--- src/rtl/csr_excp_ctrl.sv ---
// Commit-point exception/interrupt scheduler between the WB stage and the CSR file.
// Arbitrates interrupt, synchronous exception, ertn, refetch and idle events of the
// retiring instruction, issues one registered single-cycle event pulse to the CSR
// file, and sequences the pipeline flush and the idle-wait.
//
// Ports:
//   clk, reset                 clock, synchronous active-high reset
//   wb_valid / wb_ready        retire slot handshake (ready only while running)
//   wb_pc, wb_exc, wb_excode,
//   wb_esubcode, wb_badv       retiring instruction and its exception payload
//   wb_ertn, wb_refetch,
//   wb_idle                    special-instruction flags
//   ie, lie, is                CRMD.IE, ECFG local enables, ESTAT pending bits
//   is_exc, is_ertn,
//   is_fetch_again, is_idle    mutually exclusive single-cycle event pulses
//   excode, esubcode,
//   badvaddr, csr_pc           event payload, held between events
//   commit                     instruction architecturally retired
//   flush_o                    flush stages younger than WB
//   fetch_stall                hold IF while waiting in idle
module csr_excp_ctrl #(
    parameter int unsigned FLUSH_CYCLES = 2,
    parameter int unsigned INT_NUM      = 12,
    parameter logic [5:0]  EXCODE_INT   = 6'h00
) (
    input  logic               clk,
    input  logic               reset,
    input  logic               wb_valid,
    output logic               wb_ready,
    input  logic [31:0]        wb_pc,
    input  logic               wb_exc,
    input  logic [5:0]         wb_excode,
    input  logic [8:0]         wb_esubcode,
    input  logic [31:0]        wb_badv,
    input  logic               wb_ertn,
    input  logic               wb_refetch,
    input  logic               wb_idle,
    input  logic               ie,
    input  logic [INT_NUM-1:0] lie,
    input  logic [INT_NUM-1:0] is,
    output logic               is_exc,
    output logic [5:0]         excode,
    output logic [8:0]         esubcode,
    output logic [31:0]        badvaddr,
    output logic [31:0]        csr_pc,
    output logic               is_ertn,
    output logic               is_fetch_again,
    output logic               is_idle,
    output logic               commit,
    output logic               flush_o,
    output logic               fetch_stall
);

    localparam int unsigned CNT_W = (FLUSH_CYCLES > 1) ? $clog2(FLUSH_CYCLES) : 1;
    localparam logic [CNT_W-1:0] CNT_LOAD = CNT_W'(FLUSH_CYCLES - 1);

    typedef enum logic [1:0] {
        S_RUN   = 2'd0,
        S_FLUSH = 2'd1,
        S_IDLE  = 2'd2
    } state_e;

    state_e            state_q, state_d;
    logic [CNT_W-1:0]  cnt_q, cnt_d;
    logic              is_exc_q, is_exc_d;
    logic              is_ertn_q, is_ertn_d;
    logic              is_fetch_again_q, is_fetch_again_d;
    logic              is_idle_q, is_idle_d;
    logic              commit_q, commit_d;
    logic              flush_q, flush_d;
    logic              fetch_stall_q, fetch_stall_d;
    logic [5:0]        excode_q, excode_d;
    logic [8:0]        esubcode_q, esubcode_d;
    logic [31:0]       badvaddr_q, badvaddr_d;
    logic [31:0]       csr_pc_q, csr_pc_d;

    logic wake;
    logic int_pend;

    // wake ignores IE so idle is left even with interrupts globally masked
    assign wake     = |(lie & is);
    assign int_pend = ie & wake;
    assign wb_ready = (state_q == S_RUN);

    // Next-state and event arbitration
    always_comb begin
        state_d          = state_q;
        cnt_d            = cnt_q;
        is_exc_d         = 1'b0;
        is_ertn_d        = 1'b0;
        is_fetch_again_d = 1'b0;
        is_idle_d        = 1'b0;
        commit_d         = 1'b0;
        excode_d         = excode_q;
        esubcode_d       = esubcode_q;
        badvaddr_d       = badvaddr_q;
        csr_pc_d         = csr_pc_q;

        case (state_q)
            S_RUN: begin
                if (wb_valid) begin
                    if (int_pend) begin
                        is_exc_d   = 1'b1;
                        excode_d   = EXCODE_INT;
                        esubcode_d = 9'd0;
                        csr_pc_d   = wb_pc;
                        state_d    = S_FLUSH;
                        cnt_d      = CNT_LOAD;
                    end else if (wb_exc) begin
                        is_exc_d   = 1'b1;
                        excode_d   = wb_excode;
                        esubcode_d = wb_esubcode;
                        badvaddr_d = wb_badv;
                        csr_pc_d   = wb_pc;
                        state_d    = S_FLUSH;
                        cnt_d      = CNT_LOAD;
                    end else if (wb_ertn) begin
                        is_ertn_d  = 1'b1;
                        commit_d   = 1'b1;
                        state_d    = S_FLUSH;
                        cnt_d      = CNT_LOAD;
                    end else if (wb_refetch) begin
                        is_fetch_again_d = 1'b1;
                        csr_pc_d         = wb_pc;
                        commit_d         = 1'b1;
                        state_d          = S_FLUSH;
                        cnt_d            = CNT_LOAD;
                    end else if (wb_idle) begin
                        is_idle_d = 1'b1;
                        csr_pc_d  = wb_pc;
                        commit_d  = 1'b1;
                        state_d   = S_IDLE;
                    end else begin
                        commit_d  = 1'b1;
                    end
                end
            end
            S_FLUSH: begin
                if (cnt_q == '0) begin
                    state_d = S_RUN;
                end else begin
                    cnt_d = cnt_q - CNT_W'(1);
                end
            end
            S_IDLE: begin
                // csr_pc still holds the idle pc; nothing else writes it while idling
                if (wake) begin
                    is_exc_d   = 1'b1;
                    excode_d   = EXCODE_INT;
                    esubcode_d = 9'd0;
                    csr_pc_d   = csr_pc_q + 32'd4;
                    state_d    = S_FLUSH;
                    cnt_d      = CNT_LOAD;
                end
            end
            default: begin
                state_d = S_RUN;
            end
        endcase

        // idle flushes younger stages only in its pulse cycle
        flush_d       = (state_d == S_FLUSH) | is_idle_d;
        fetch_stall_d = (state_d == S_IDLE);
    end

    // State and output registers
    always_ff @(posedge clk) begin
        if (reset) begin
            state_q          <= S_RUN;
            cnt_q            <= '0;
            is_exc_q         <= 1'b0;
            is_ertn_q        <= 1'b0;
            is_fetch_again_q <= 1'b0;
            is_idle_q        <= 1'b0;
            commit_q         <= 1'b0;
            flush_q          <= 1'b0;
            fetch_stall_q    <= 1'b0;
            excode_q         <= 6'd0;
            esubcode_q       <= 9'd0;
            badvaddr_q       <= 32'd0;
            csr_pc_q         <= 32'd0;
        end else begin
            state_q          <= state_d;
            cnt_q            <= cnt_d;
            is_exc_q         <= is_exc_d;
            is_ertn_q        <= is_ertn_d;
            is_fetch_again_q <= is_fetch_again_d;
            is_idle_q        <= is_idle_d;
            commit_q         <= commit_d;
            flush_q          <= flush_d;
            fetch_stall_q    <= fetch_stall_d;
            excode_q         <= excode_d;
            esubcode_q       <= esubcode_d;
            badvaddr_q       <= badvaddr_d;
            csr_pc_q         <= csr_pc_d;
        end
    end

    assign is_exc         = is_exc_q;
    assign is_ertn        = is_ertn_q;
    assign is_fetch_again = is_fetch_again_q;
    assign is_idle        = is_idle_q;
    assign commit         = commit_q;
    assign flush_o        = flush_q;
    assign fetch_stall    = fetch_stall_q;
    assign excode         = excode_q;
    assign esubcode       = esubcode_q;
    assign badvaddr       = badvaddr_q;
    assign csr_pc         = csr_pc_q;

endmodule

--- config.mk ---
export PLATFORM = sky130hd
export DESIGN_NAME = csr_excp_ctrl
export DESIGN_NICKNAME = d
export VERILOG_FILES = /design/src/rtl/csr_excp_ctrl.sv
export SDC_FILE = /design/constraint.sdc
export NUM_CORES = 1
export LEC_CHECK = 0
export ABC_AREA = 1
export ABC_CLOCK_PERIOD_IN_PS = 1500
export CAP_MARGIN = 5
export CORE_MARGIN = 2
export CORE_UTILIZATION = 39
export CTS_BUF_LIST = sky130_fd_sc_hd__clkbuf_8
export DETAILED_ROUTE_END_ITERATION = 8
export GPL_ROUTABILITY_DRIVEN = 0
export HOLD_SLACK_MARGIN = 0.1
export PLACE_DENSITY = 0.78
export SYNTH_ARGS = -nofsm -noshare
export SYNTH_HDL_FRONTEND = slang
export SYNTH_SLANG_ARGS = --single-unit
export TNS_END_PERCENT = 50
--- constraint.sdc ---
create_clock -name clk -period 1.5 [get_ports clk]
set_input_delay 0.3 -clock clk [delete_from_list [all_inputs] [get_ports clk]]
set_output_delay 0.3 -clock clk [all_outputs]
set_load 0.02 [all_outputs]
==> key figures <==
CTS
  • CTS sink cnt: 89
  • Root Driver: clkbuf_8
  • # hold bufs at CTS: 0
  • H-tree depth: 3
  • Worst-skew pair later-pin latency: 0.35 ns
  • CTS Buf Count: 9
  • Clock tree buffer depth: 2
  • Worst-path clk slew: 0.10 ns
  • CTS tree: done

STA
  • Worst Max-Slew Pin Slew: 0.4018 ns
  • Fin Setup TNS: -0.8008 ns
  • Fmax: 633.9 MHz
  • Count of pins over their slew limit: 0
  • Worst Slack Setup Final: -0.07742 ns
  • RSZ-0062 raised after global routing: yes
  • Rel. slew slack: 0.7293
  • Worst Skew: 0.01117 ns
  • Final setup viols: 20
  • Tmin final: 1.577 ns
  • Period utilization: 1.052
  • Final Hold Vio Count: 0

GRT
  • First-pass GRT wire length: 24090 um
  • Gr ovfl total: 0
  • Pin count of the biggest net entering global routing: 34
  • Vias in the first global route: 5191
  • Met1 Resource Use GR: 0.2899
  • All-layer global routing usage: 0.2345
  • Met2 Use GR: 0.4179
  • Initial antenna violation count: 0
  • Busiest metal layer after global routing: met2
  • Met3 Usage GRT: 0.03048

Min path
  • HP Class: flip-flop to flip-flop
  • Cells on Worst Hold Path: 2

Run
  • Max-Cap Viols: 0

Run status
  • Run status: finished with violations
  • Failing checks: setup timing

Critical path
  • Slowest cell on crit path: dfxtp_4
  • Reg2Reg Depth: 9
  • Req. time, crit path: 1.73 ns
  • Critical Path Most Common Cell: nor2_4
  • Data arrival, critical path: 1.81 ns
  • Buf+Inv Stages, Crit Path: 2
  • Crit Path Max Fanout: 8
  • CP Cell Sequence: nor2_4, inv_4, nor2_4, nand2_2, nand2_4, nand2_8, buf_12, o21ai_0, nor2_1
  • Top delay family on crit path: simple AND/OR/NAND/NOR gates
  • WP depth: 9
  • Worst Setup Path Type: flip-flop to flip-flop
  • Worst path max stage delay: 0.37 ns
  • Crit. End Element: flip-flop
  • Type of origin of the critical path: flip-flop

Final layout
  • Final Util: 0.7197
  • Seq. cell area: 1836 um^2
  • Nets: 1091
  • Final Non-Filler Cells: 1127
  • Fraction of layout cells with a size suffix above 1: 0.2774
  • Most frequent cells in the layout: 190 x nand2_1, 125 x nor2_1, 100 x dlygate4sd2_1, 86 x clkdlybuf4s50_1, 66 x dfxtp_1
  • Antenna Cells: 0
  • Fillers: 918
  • Most common cell after layout, fill and taps aside: nand2_1
  • Layout area overhead: 81.14%
  • Area taken by multi-input logic gates: 2889 um^2

Synth
  • Seq/Total Area, Yosys: 0.3961
  • Count of cell types in the netlist: 31
  • Mapped Avg Cell Area: 6.389 um^2
  • Yosys reg bits: 89
  • Synth Cell Area: 4498 um^2
  • Syn. warnings: 0
  • Synth Net Count: 816
  • Synth Instances: 704

Placed design
  • I/O Buffers: 197
  • DP Worst Slack: -0.5250 ns
  • Hpwl dp: 10930 um
  • Inst Count DP: 1084

Detailed routing
  • DRC: 0
  • Post-DRT Antenna Nets: 0
  • DR iter-0 viols: 528
  • DR vias/cell: 5.115
  • 1st-pass router iterations: 5
  • Wire per inst: 14.78 um
  • Via count: 5765
  • Final WL: 16660 um

Floorplanning
  • Die width: 111.4 um
  • Total core area: 11320 um^2
  • Row count: 39
  • I/O Pins: 198
  • Full die area: 12410 um^2
  • Starting Density: 0.3973
  • Die height: 111.4 um

Power and ir drop
  • PD cells: 760.0 nW/um^2
  • VDD IR max: 0.4686 mV
  • Lkg Pwr: 0.003654 uW
what timing repair did:
item | 4_1_cts | 5_1_grt
gates resized for setup | 147 | 206
buffers inserted | 5 | 11
pin swaps | 31 | 48
gates cloned | 4 | 7
setup endpoints to repair | 165 | 98
cell type report:
| class | count | area share |
|---|---|---|
| multi-input cells | 554 | 0.3546 |
| repair buffers | 292 | 0.3561 |
| repair inverters | 1 | 0.001382 |
| inverters | 32 | 0.01996 |
| clock inverters | 7 | 0.005528 |
| flip-flops and latches | 89 | 0.2253 |
| well taps | 143 | 0.02196 |
| clock buffers | 9 | 0.01520 |
tightest hold or removal path: stages (launching register included):
cell     delay, ns
dfxtp_1       0.33
nor2_1        0.04
nor2_1        0.06
power by group:
part	leakage (uW)	internal, uW	switching (uW)
combinational	0.00282	1000	997
clock	0.0000931	603	887
sequential	0.000740	2540	162
cell usage after synthesis:
cell | instances | share of area
a21oi_1 | 40 | 0.045
a21oi_2 | 1 | 0.0019
a31oi_1 | 1 | 0.0014
buf_2 | 4 | 0.0045
buf_4 | 4 | 0.0067
buf_6 | 5 | 0.013
clkbuf_1 | 16 | 0.013
clkinv_1 | 1 | 0.00083
dfxtp_1 | 89 | 0.40
ha_1 | 1 | 0.0028
inv_1 | 24 | 0.020
inv_2 | 6 | 0.0050
inv_4 | 1 | 0.0014
nand2_1 | 212 | 0.18
nand2_2 | 2 | 0.0028
nand2_4 | 4 | 0.010
nand3_1 | 37 | 0.041
nand3_2 | 1 | 0.0022
nand3b_1 | 10 | 0.017
nand4_1 | 3 | 0.0042
nor2_1 | 161 | 0.13
nor2_2 | 6 | 0.0083
nor2_4 | 2 | 0.0050
nor3_1 | 1 | 0.0011
o21ai_0 | 52 | 0.058
o21ai_1 | 11 | 0.012
o21bai_1 | 1 | 0.0017
o31ai_1 | 2 | 0.0033
or2_2 | 1 | 0.0014
xnor2_1 | 3 | 0.0058
xor2_1 | 2 | 0.0039
path summary, 6_finish.rpt:
path / from / end / slack (ns)
hold reg to reg: badvaddr[11] / badvaddr[11] / 0.46
setup / recovery: state_q[0] / csr_pc[6] / -0.08
hold / removal: badvaddr[11] / badvaddr[11] / 0.46
setup reg to reg: state_q[0] / csr_pc[6] / -0.08
through the flow:
stage | hold slack, ns | power, uW | area [um^2]
finish | 0.4647 | 6192 | 8148
detailed placement | 0.4576 | 4420 | 7171
global route | 0.4914 | 6485 | 8148
floorplan | 0.3691 | 3496 | 4543
CTS | 0.4683 | 5873 | 7391
global placement | 0.4406 | 4395 | 7171
kinds of logic after synthesis:
kind of cell,count (synthesis),share of synthesized area
DFF,89,0.3961
AOI/OAI and AO/OA,108,0.1229
buffers and inverters,61,0.06426
adders and majority gates,1,0.002781
and+or+nand+nor,440,0.4042
xor gates and xnor gates,5,0.009738
flip-flops by register name (all words and copies together), names as in the netlist:
signal,cells
csr_pc,32
flush_o,1
commit,1
cnt_q,1
is_ertn,1
is_exc,1
fetch_stall,1
badvaddr,32
esubcode,9
state_q,2
excode,6
is_fetch_again,1
is_idle,1
layer usage:
metal | part of all wire | wire, um | vias to the layer above
met5 | 0 | 0 | -
met4 | 0.033 | 550 | 0
li1 | - | - | 2799
met2 | 0.50 | 8354 | 272
met1 | 0.40 | 6620 | 2640
met3 | 0.068 | 1132 | 54
(Power assumes the default switching activity.)
